### src/rtl/disp_pkg.sv
// Shared constants and types for the display datapath.
//   NUM_DIGITS / BCD_W : shape of the decimal display (four 4-bit BCD digits)
//   DISP_MAX           : largest value the display can show; larger inputs saturate
//   state_e            : converter FSM states
package disp_pkg;

  localparam int unsigned NUM_DIGITS = 4;
  localparam int unsigned BCD_W      = 4;
  localparam int unsigned BCD_TOT_W  = NUM_DIGITS * BCD_W;
  localparam int unsigned DISP_MAX   = 9999;

  typedef enum logic {
    IDLE  = 1'b0,
    SHIFT = 1'b1
  } state_e;

endpackage

### src/rtl/bcd_add3.sv
// Double-dabble digit correction: adds 3 to a BCD nibble that is 5 or more, so the
// following left shift carries correctly into the next decimal digit.
//   din   in  4  accumulator nibble before correction
//   dout  out 4  corrected nibble
module bcd_add3
  import disp_pkg::*;
(
  input  logic [BCD_W-1:0] din,
  output logic [BCD_W-1:0] dout
);

  always_comb begin
    dout = din;
    if (din >= BCD_W'(5)) begin
      dout = din + BCD_W'(3);
    end
  end

endmodule

### src/rtl/bin2bcd_seq.sv
// Sequential shift-add-3 converter from an unsigned reading to four registered BCD digits.
// One conversion per accepted start; takes BIN_W shift cycles, then pulses done.
// Values above 9999 saturate the digits to 9999 and raise ovf.
//   clk     in   1      clock, rising edge
//   rst     in   1      synchronous reset, active-high
//   start   in   1      conversion request, sampled only while idle
//   bin_in  in   BIN_W  value, captured on the accepting edge
//   busy    out  1      conversion in progress
//   done    out  1      one-cycle pulse: digits and ovf just updated
//   ovf     out  1      last captured value exceeded 9999
//   d0..d3  out  4      BCD ones .. thousands digits
module bin2bcd_seq
  import disp_pkg::*;
#(
  parameter int unsigned BIN_W = 14
) (
  input  logic             clk,
  input  logic             rst,
  input  logic             start,
  input  logic [BIN_W-1:0] bin_in,
  output logic             busy,
  output logic             done,
  output logic             ovf,
  output logic [BCD_W-1:0] d0,
  output logic [BCD_W-1:0] d1,
  output logic [BCD_W-1:0] d2,
  output logic [BCD_W-1:0] d3
);

  localparam int unsigned CNT_W = $clog2(BIN_W);
  localparam logic [CNT_W-1:0] CntLast = CNT_W'(BIN_W - 1);

  state_e               state_q;
  logic [BIN_W-1:0]     bin_q;
  logic [BCD_TOT_W-1:0] bcd_q;
  logic [CNT_W-1:0]     cnt_q;
  logic                 ovf_pend_q;
  logic                 done_q;
  logic                 ovf_q;
  logic [BCD_W-1:0]     d0_q, d1_q, d2_q, d3_q;

  logic [BCD_TOT_W-1:0] bcd_adj;
  logic [BCD_TOT_W-1:0] bcd_shift;
  logic [BIN_W-1:0]     bin_shift;

  for (genvar g = 0; g < NUM_DIGITS; g++) begin : g_add3
    bcd_add3 u_add3 (
      .din  (bcd_q[g*BCD_W +: BCD_W]),
      .dout (bcd_adj[g*BCD_W +: BCD_W])
    );
  end

  // {bcd, bin} shifted left as one register after correction. For inputs above 9999 the
  // top digit can overflow, but those results are replaced by the saturated value.
  always_comb begin
    bcd_shift = {bcd_adj[BCD_TOT_W-2:0], bin_q[BIN_W-1]};
    bin_shift = {bin_q[BIN_W-2:0], 1'b0};
  end

  always_ff @(posedge clk) begin
    if (rst) begin
      state_q    <= IDLE;
      bin_q      <= '0;
      bcd_q      <= '0;
      cnt_q      <= '0;
      ovf_pend_q <= 1'b0;
      done_q     <= 1'b0;
      ovf_q      <= 1'b0;
      d0_q       <= '0;
      d1_q       <= '0;
      d2_q       <= '0;
      d3_q       <= '0;
    end else begin
      done_q <= 1'b0;
      case (state_q)
        IDLE: begin
          if (start) begin
            bin_q      <= bin_in;
            bcd_q      <= '0;
            cnt_q      <= '0;
            ovf_pend_q <= (32'(bin_in) > DISP_MAX);
            state_q    <= SHIFT;
          end
        end
        SHIFT: begin
          bcd_q <= bcd_shift;
          bin_q <= bin_shift;
          cnt_q <= cnt_q + CNT_W'(1);
          if (cnt_q == CntLast) begin
            state_q <= IDLE;
            done_q  <= 1'b1;
            ovf_q   <= ovf_pend_q;
            // All four digits update on the same edge so the scanner never sees a mix.
            if (ovf_pend_q) begin
              d0_q <= BCD_W'(9);
              d1_q <= BCD_W'(9);
              d2_q <= BCD_W'(9);
              d3_q <= BCD_W'(9);
            end else begin
              d0_q <= bcd_shift[0*BCD_W +: BCD_W];
              d1_q <= bcd_shift[1*BCD_W +: BCD_W];
              d2_q <= bcd_shift[2*BCD_W +: BCD_W];
              d3_q <= bcd_shift[3*BCD_W +: BCD_W];
            end
          end
        end
        default: state_q <= IDLE;
      endcase
    end
  end

  assign busy = (state_q == SHIFT);
  assign done = done_q;
  assign ovf  = ovf_q;
  assign d0   = d0_q;
  assign d1   = d1_q;
  assign d2   = d2_q;
  assign d3   = d3_q;

endmodule
### config.mk
export PLATFORM = sky130hd
export DESIGN_NAME = bin2bcd_seq
export DESIGN_NICKNAME = d
export VERILOG_FILES = /design/src/rtl/disp_pkg.sv /design/src/rtl/bcd_add3.sv /design/src/rtl/bin2bcd_seq.sv
export SDC_FILE = /design/constraint.sdc
export NUM_CORES = 1
export LEC_CHECK = 0
export CAP_MARGIN = 20
export CELL_PAD_IN_SITES_DETAIL_PLACEMENT = 0
export CELL_PAD_IN_SITES_GLOBAL_PLACEMENT = 2
export CORE_MARGIN = 4
export CORE_UTILIZATION = 29
export CTS_CLUSTER_DIAMETER = 60
export CTS_CLUSTER_SIZE = 25
export DETAILED_ROUTE_END_ITERATION = 16
export PLACE_DENSITY = 0.75
export SYNTH_ARGS = -nofsm -noshare
export SYNTH_HDL_FRONTEND = slang
export SYNTH_SLANG_ARGS = --single-unit
export TNS_END_PERCENT = 20
### constraint.sdc
create_clock -name clk -period 1.45 [get_ports clk]
set_input_delay 0.2175 -clock clk [delete_from_list [all_inputs] [get_ports clk]]
set_output_delay 0.2175 -clock clk [all_outputs]
set_load 0.05 [all_outputs]
## Word-level counts from Yosys, hierarchy flattened

Index checks and enable logic that the tools add are counted.

| cells by class | value |
|---|---|
| add/sub/neg operators | 5 |
| reduce and logical (&&, ||, !) cells | 3 |
| equality and inequality tests | 2 |
| magnitude comparators | 5 |
| muxes and demuxes | 18 |
| bitwise operators | 1 |

Operators with widths:

| operator | count |
|---|---|
| 2-to-1 mux 4 bit | 8 |
| one-hot mux 16 bit (2 select lines) | 1 |
| one-hot mux 14 bit (2 select lines) | 1 |
| >= comparator 4 x 3 -> 1 bit (second input constant) | 4 |
| 2-to-1 mux 16 bit | 1 |
| > comparator 14 bit (second input constant) | 1 |
| 2-to-1 mux 14 bit | 1 |
| adder 4 x 2 -> 4 bit (second input constant) | 3 |
| one-hot mux 4 bit (2 select lines) | 1 |
| adder 4 x 1 -> 4 bit (second input constant) | 1 |
| equality test 4 bit (second input constant) | 1 |
| AND reduction 2 bit | 2 |
| adder 3 x 2 -> 3 bit (second input constant) | 1 |
| 2-to-1 mux 1 bit | 3 |
| 2-to-1 mux 3 bit | 1 |
| inequality test 2 bit (second input constant) | 1 |
| one-hot mux 1 bit (2 select lines) | 1 |
| OR reduction 2 bit | 1 |
| NOT 1 bit | 1 |

| storage, ports and cells | value |
|---|---|
| word-level logic and storage cells | 45 |
| output and inout port bits | 19 |
| register bits after elaboration | 54 |
| input bits | 17 |

## Longest topological paths before layout

Gate-level depths: netlist of the first run.

| depth | value |
|---|---|
| word-level depth | 3 |
| gate-level depth with buffers | 6 |
| mapped depth without buffers | 6 |

## Cells and area by module

From an unflattened synthesis of the first run, not the netlist that was laid out.

| unflattened totals | value |
|---|---|
| cells, all modules | 289 |
| area total of the unflattened synthesis | 2576.2 µm² |

Modules (own cells, without submodules):

| module | seq. area each (µm²) | cells an instance | area each (µm²) | times used |
|---|---|---|---|---|
| bin2bcd_seq | 1081.0 | 225 | 2170.8 | 1 |
| bcd_add3 | 0.0 | 16 | 101.3 | 4 |

## Worst setup path after synthesis of the first run

Ideal clock, no wire load.

| timing | value |
|---|---|
| path kind | reg-to-reg |
| start point | register state_q, in the netlist busy |
| end point | register d0_q[1], in the netlist d0[1] |
| cell stages (with the launch flop) | 6 |
| required time | 1.383 ns |
| slack | -0.139 ns |
| arrival | 1.522 ns |
| period minus slack after synthesis | 1.589 ns |
| path buffers | 2 |
| library setup time | 0.067 ns |
| cells stage by stage | dfxtp_1 -> buf_4 -> nand4_2 -> or3_1 -> buf_6 -> o21ai_2 |

| between the ends | value |
|---|---|
| cells in the longest elaborated chain, start to end | 1 |

Ends and longest elaborated chain:

| element | line | text |
|---|---|---|
| from (decl) | bin2bcd_seq.sv:33 | `state_e state_q;` |
| from (signal assigned) | bin2bcd_seq.sv:62 | `state_q <= IDLE;` |
| from (signal assigned) | bin2bcd_seq.sv:82 | `state_q <= SHIFT;` |
| from (signal assigned) | bin2bcd_seq.sv:90 | `state_q <= IDLE;` |
| AND reduction 2 bit (no line) | - |  |
| to (signal assigned) | bin2bcd_seq.sv:100 | `d0_q <= bcd_shift[0*BCD_W +: BCD_W];` |
| to (decl) | bin2bcd_seq.sv:40 | `logic [BCD_W-1:0] d0_q, d1_q, d2_q, d3_q;` |

No other way between the ends.
A chain may end at the register's enable or synchronous reset.

## Worst setup path after layout of the first run

| timing | value |
|---|---|
| start point | register bcd_q[9] |
| end point | register d2_q[2], in the netlist d2[2] |

| between the ends | value |
|---|---|
| cells in the longest elaborated chain, start to end | 3 |
| elaborated cells between the ends (all ways) | 4 |
| classes of those cells | 1 x add/sub; 1 x order compare; 2 x mux |

Ends and longest elaborated chain:

| element | line | text |
|---|---|---|
| from (decl) | bin2bcd_seq.sv:35 | `logic [BCD_TOT_W-1:0] bcd_q;` |
| from (signal assigned) | bin2bcd_seq.sv:86 | `bcd_q <= bcd_shift;` |
| adder 4 x 2 -> 4 bit or >= comparator 4 x 3 -> 1 bit (tied branches) | bcd_add3.sv:15, bcd_add3.sv:14 |  |
| 2-to-1 mux 4 bit * | bcd_add3.sv:14 | `if (din >= BCD_W'(5)) begin` |
| 2-to-1 mux 4 bit * | bin2bcd_seq.sv:94 | `if (ovf_pend_q) begin` |
| to (signal assigned) | bin2bcd_seq.sv:102 | `d2_q <= bcd_shift[2*BCD_W +: BCD_W];` |
| to (decl) | bin2bcd_seq.sv:40 |  |

Mark *: on every way between the ends. The rest lies on a longest branch, timed or not.

==> flow_summary_export.csv, run 1 <==
group,metric,value,unit
logic_synthesis,yosys-top-cells-area,"dfxtp_1 43%, nor2_1 6.6%, a21oi_1 5.8%, mux2i_1 5.6%, ha_1 5.0%",
placement,globalplace.congestion,0.745,
critical_path,crit_path_end_kind,"flip-flop",
floorplan,ios,36,
placement,post-place-ws,-0.236,ns
sta,finalCritPeriodShare,96.1,%
clock_network,clock_sinks,54,
global_routing,gr-total-overflow,0,
pwr,pwr-share-clk,32.5,%
worst_hold_path,worstHoldEndpoint,"bin_q[3]",
floorplan,core-area,8300,um2
critical_path,crit_required,1.70,ns
clock_network,post_cts_buffers,0,
placement,port_buffers,35,
sta,rsz0062_at_grt,"yes",
logic_synthesis,synth_top_flop_cell,"dfxtp_1",
floorplan,start_util,30.1,%
run,cap_violations,0,
critical_path,ff2ff_path_depth,6,
drt,viasPerCell,4.77,
floorplan,die_area,10200,um2
floorplan,die_w,101,um
final_layout,mostFrequentLayoutCells,"49 x dfxtp_1, 44 x nor2_1, 32 x buf_4, 25 x a21oi_1, 18 x buf_12",
sta,finalSetupViolations,0,
critical_path,r2r-end,"d2[2]",
sta,worst_slew_pin_slew,0.325,ns
global_routing,grt_busiest_layer,"met2",
drt,drt_iter0_drc,46,
clock_network,cts_max_level,2,
sta,worst_slack,0.0563,ns
placement,post-dp-hpwl,4.26,mm
logic_synthesis,synthCells,282,
floorplan,fp.dieH,101,um
sta,skew,0.0153,ns
pwr,finalPower,2.70,mW
critical_path,critical_path_class,"flip-flop to flip-flop",
pwr,p_int,1.99,mW
logic_synthesis,async_reset_ff_share,0,%
outcome,status,"complete, no violations",
final_layout,final_common_cell,"dfxtp_1",
drt,avgRoutedWirePerCell,13.3,um
sta,hold_viol_final,0,
logic_synthesis,ys_seq_elements,54,
pwr,switching_power,0.705,mW
sta,whs,0.499,ns
drt,drt-total-wl,5.87,mm
final_layout,num-fill-cells,826,
final_layout,drive_gt1_share,29.9,%
pwr,ir_drop,0.384,mV
clock_network,clk_path_buf_depth,2,
logic_synthesis,ys_warn_count,0,
global_routing,grt_pass1_wl,9.56,mm
global_routing,grt_use_met1,15.1,%
drt,drc_errors,0,
critical_path,cp.arrival,1.64,ns
critical_path,crit_fanout,3,
sta,drv_slew,0,
final_layout,antenna_cells,0,
logic_synthesis,yosysTopAreaCellShare,43.3,%
global_routing,grt_pass1_vias,2005,
clock_network,root_buffer,"clkbuf_8",
clock_network,clk_pin_slew,0.11,ns
logic_synthesis,ys_seq_area_share,43.3,%
pwr,cellPowerDensity,757,nW/um2
global_routing,grt_antenna_before_repair,0,
logic_synthesis,avgSynthCellArea,8.86,um2
global_routing,grt_use_total,11.7,%
drt,via_count,2115,
global_routing,met3_usage,2.28,%
sta,min_period,1.39,ns
logic_synthesis,synth_top_cell_by_area,"dfxtp_1",
drt,drt_pass1_iterations,4,
sta,slew_headroom,78.1,%
logic_synthesis,netlist_area,2500,um2
clock_network,cts-buffers-inserted,5,
critical_path,reg2reg_slack,0.06,ns
pwr,sw_frac_of_total,26.1,%
pwr,p_leak,1.34,nW
drt,drt.antenna.violating_nets,0,
final_layout,syn_to_final_growth,42.6,%
final_layout,finalNetCount,364,
clock_network,worstSkewPairLatency,0.31,ns
critical_path,reg2reg_from,"bcd_q[9]",
logic_synthesis,synth_nets,309,
clock_network,cts_tree,"done",
sta,timing.fmax,718,MHz
worst_hold_path,hold_depth,2,
logic_synthesis,yosysUniqueCellTypes,32,
pwr,p_seq_share,57.0,%
global_routing,met2_usage,19.9,%
global_routing,grt_max_degree,33,
critical_path,cp-start-kind,"flip-flop",
logic_synthesis,synth_edf_count,0,
worst_hold_path,min_from,"bin_q[2]",
clock_network,cts_hold_buf,0,
floorplan,rows,33,
worst_hold_path,hold_class,"flip-flop to flip-flop",
pwr,combPwrFrac,10.5,%
## flip-flops by register name, summed over array words and instances, names as in the netlist
signal,flops
bcd_q,16
bin_q,14
cnt_q,4
d0,4
d1,4
d2,4
d3,4
busy,1
done,1
ovf,1
ovf_pend_q,1
## kinds of logic (layout without fill, tap and decap cells)
| kind of cell | count (synthesis) | count (layout) | share of synthesized area, % |
|---|---|---|---|
| AO/OA/AOI/OAI | 67 | 67 | 17.2 |
| XOR/XNOR | 4 | 4 | 1.40 |
| adder cells (fa/ha/maj) | 10 | 10 | 5.01 |
| buffers and inverters | 33 | 89 | 6.01 |
| flip-flops | 54 | 54 | 43.3 |
| multiplexers | 18 | 18 | 7.41 |
| AND/OR/NAND/NOR | 96 | 96 | 19.7 |
## worst max-delay path by stage
stage | from | endpoint | slack (ns) | cells after the start
after CTS | bcd_q[5] | bcd_q[5] | 0.003 | 7
after global placement | rst | bcd_q[5] | -0.23 | 3
final | bcd_q[9] | d2[2] | 0.06 | 6
after floorplan | bcd_q[1] | bcd_q[2] | 0.01 | 6
after global routing | bcd_q[4] | d2[0] | -0.03 | 6
after detailed placement | rst | bcd_q[1] | -0.24 | 3
## critical path, cell delays in order, from the launching register on
cell	delay [ns]
dfxtp_2	0.35
inv_2	0.04
ha_1	0.16
nand2b_4	0.15
a21oi_4	0.17
mux2_4	0.33
o21ai_2	0.12
## metal layers
layer	vias up	wire length, um
met4	0	51
li1	1092	-
met5	-	0
met3	5	211
met2	37	2730
met1	981	2890
## metrics by stage
stage                     std cells  setup TNS [ns]  cell area, um2  util, %
after detailed placement        435           -4.33            3310     39.8
after global placement          435           -4.01            3310     39.8
after CTS                       443               0            3470     41.8
after global routing            443         -0.0431            3560     42.9
final                           443               0            3560     42.9
after floorplan                 282               0            2500        -
## layout make-up
type	count	area [um2]	area share [%]
inverter	13	48.8	1.37
tap	105	131	3.69
sequential	54	1090	30.5
clock buffer	5	68.8	1.93
clock inverter	3	21.3	0.597
timing repair buffer	68	787	22.1
multi-input combinational	195	1420	39.8
## Yosys cell counts, types with 2 or more instances
cell type  count
nor3b_1        7
nand2_1        7
nor2_1        44
nand2b_1      13
clkbuf_1       8
inv_1         13
o22ai_1        4
mux2i_1       14
buf_4          2
o21ai_2        8
mux2_2         4
o32ai_1       11
ha_1          10
a211oi_1       3
buf_2          9
nor3_1         7
o21ai_0        9
nand3_1        2
xnor2_1        4
nand3b_1      10
dfxtp_1       54
a21oi_1       29
## power groups by stage
stage | clock [mW] | sequential (mW) | combinational, mW
after floorplan | 0 | 1.57 | 0.158
after global placement | 0 | 1.57 | 0.273
after detailed placement | 0 | 1.57 | 0.274
after CTS | 0.914 | 1.54 | 0.280
after global routing | 0.954 | 1.54 | 0.313
final | 0.878 | 1.54 | 0.283
## repair_timing
item                       CTS  global route
gates resized for setup     17            24
pin swaps                    6             6
setup endpoints to repair   15            22
gates cloned                 0             0
hold endpoints to repair     0             0
Power figures use the tool's default switching activity.
==> run 2: changes to the inputs <==
SKIP_LAST_GASP = 1   (was not set)
==> flow_summary_export.csv, run 2 (synthesis results as in run 1) <==
group,metric,value,unit
outcome,status,"complete, no violations",
sta,finalSetupViolations,0,
final_layout,final_common_cell,"dfxtp_1",
sta,slew_headroom,66.4,%
clock_network,clk_pin_slew,0.10,ns
critical_path,cpPeakStageDelay,0.34,ns
sta,worst_slack,0.00283,ns
global_routing,grt_pass1_vias,2011,
floorplan,core-area,8300,um2
sta,rsz0062_at_grt,"yes",
critical_path,reg2reg_slack,0.003,ns
pwr,sw_frac_of_total,26.1,%
clock_network,worstSkewPairLatency,0.31,ns
placement,globalplace.congestion,0.745,
floorplan,die_w,101,um
critical_path,crit_path_end_kind,"flip-flop",
sta,timing.fmax,691,MHz
sta,finalCritPeriodShare,99.8,%
global_routing,met3_usage,2.28,%
critical_path,cp-start-kind,"flip-flop",
critical_path,critical_path_class,"flip-flop to flip-flop",
floorplan,rows,33,
floorplan,ios,36,
drt,drt.antenna.violating_nets,0,
floorplan,fp.dieH,101,um
drt,drt_pass1_iterations,4,
floorplan,start_util,30.1,%
global_routing,grt_use_met1,15.0,%
pwr,p_seq_share,57.0,%
global_routing,gr-total-overflow,0,
clock_network,clk_path_buf_depth,2,
drt,drt-total-wl,5.83,mm
final_layout,drive_gt1_share,26.9,%
sta,final.setup.tns,0,ns
worst_hold_path,hold_class,"flip-flop to flip-flop",
pwr,cellPowerDensity,766,nW/um2
pwr,p_int,1.99,mW
clock_network,clock_sinks,54,
sta,worst_slew_pin_slew,0.503,ns
pwr,switching_power,0.702,mW
final_layout,syn_to_final_growth,40.7,%
sta,drv_slew,0,
run,cap_violations,0,
critical_path,cp_top_family,"flip-flops",
global_routing,grt_use_total,11.8,%
placement,port_buffers,35,
placement,post-dp-hpwl,4.26,mm
critical_path,crit_required,1.67,ns
pwr,p_leak,1.32,nW
sta,min_period,1.45,ns
critical_path,cpMaxStageDelayCell,"dfxtp_1",
clock_network,root_buffer,"clkbuf_8",
critical_path,crit_fanout,3,
critical_path,cp_cell_sequence,"inv_1 -> ha_1 -> nand2b_1 -> a21oi_2 -> mux2_4 -> o32ai_1",
pwr,ir_drop,0.383,mV
critical_path,cp.arrival,1.67,ns
pwr,combPwrFrac,10.4,%
sta,skew,0.0135,ns
critical_path,worst-path-buf-inv,1,
drt,avgRoutedWirePerCell,13.2,um
final_layout,finalNetCount,364,
global_routing,grt_antenna_before_repair,0,
global_routing,met2_usage,20.3,%
final_layout,largest_register_ffs,16,
pwr,pwr-share-clk,32.6,%
sta,whs,0.499,ns
final_layout,reg_top3,"bcd_q x16, bin_q x14",
drt,drt_iter0_drc,43,
clock_network,cts_tree,"done",
drt,via_count,2113,
global_routing,grt_busiest_layer,"met2",
final_layout,mostFrequentLayoutCells,"51 x dfxtp_1, 44 x nor2_1, 32 x buf_4, 25 x a21oi_1, 18 x buf_12",
sta,hold_viol_final,0,
clock_network,cts_max_level,2,
floorplan,die_area,10200,um2
final_layout,regMostFlops,"bcd_q",
drt,viasPerCell,4.77,
drt,drc_errors,0,
final_layout,antenna_cells,0,
global_routing,grt_max_degree,33,
final_layout,num-fill-cells,834,
placement,post-place-ws,-0.236,ns
clock_network,cts-buffers-inserted,5,
global_routing,grt_pass1_wl,9.57,mm
-- run 2: path summary, 6_finish.rpt --
| kind | to | cells after the start | startpoint |
|---|---|---|---|
| worst max-delay path | bcd_q[6] | 6 | bcd_q[5] |
| worst min-delay path | bin_q[3] | 2 | bin_q[2] |
| worst max register to register | bcd_q[6] | 6 | bcd_q[5] |
| worst min register to register | bin_q[3] | 2 | bin_q[2] |
-- run 2: layout make-up --
class	instances	area, um2	area share, %
Multi-Input combinational cell	195	1380	39.2
Sequential cell	54	1080	30.9
Timing Repair Buffer	68	783	22.3
Tap cell	105	131	3.74
Clock buffer	5	68.8	1.96
Inverter	13	48.8	1.39
Clock inverter	3	21.3	0.605
-- run 2: power by group through the flow --
| stage | combinational (mW) | sequential (mW) | clock, mW |
|---|---|---|---|
| 2_1_floorplan | 0.158 | 1.57 | 0 |
| 3_3_place_gp | 0.273 | 1.57 | 0 |
| 3_5_place_dp | 0.274 | 1.57 | 0 |
| 4_1_cts | 0.278 | 1.54 | 0.914 |
| 5_1_grt | 0.309 | 1.54 | 0.954 |
| 6_report | 0.280 | 1.54 | 0.877 |
-- run 2: repair_timing --
action | in CTS | in global routing
hold buffers | 0 | 0
gates resized for setup | 14 | 14
pin swaps | 3 | 5
setup buffers | 0 | 0
hold endpoints to repair | 0 | 0
endpoints found under the setup margin | 15 | 23
-- run 2: stage by stage --
step | util (%) | total power, mW | instance area [um2] | cells
floorplan | - | 1.73 | 2500 | 282
global placement | 39.8 | 1.84 | 3310 | 435
detailed placement | 39.8 | 1.84 | 3310 | 435
CTS | 41.7 | 2.73 | 3460 | 443
global route | 42.4 | 2.80 | 3520 | 443
finish | 42.4 | 2.69 | 3520 | 443
-- run 2: worst register-to-register path, stage by stage (launching register included) --
cell,delay [ns]
dfxtp_1,0.34
inv_1,0.07
ha_1,0.17
nand2b_1,0.17
a21oi_2,0.18
mux2_4,0.33
o32ai_1,0.11
-- run 2: metal layers --
layer  part of all wire, %  vias up
met5                     0        -
met4                  0.88        0
met3                   3.5        5
met2                    47       33
met1                    49      982
li1                      -     1093
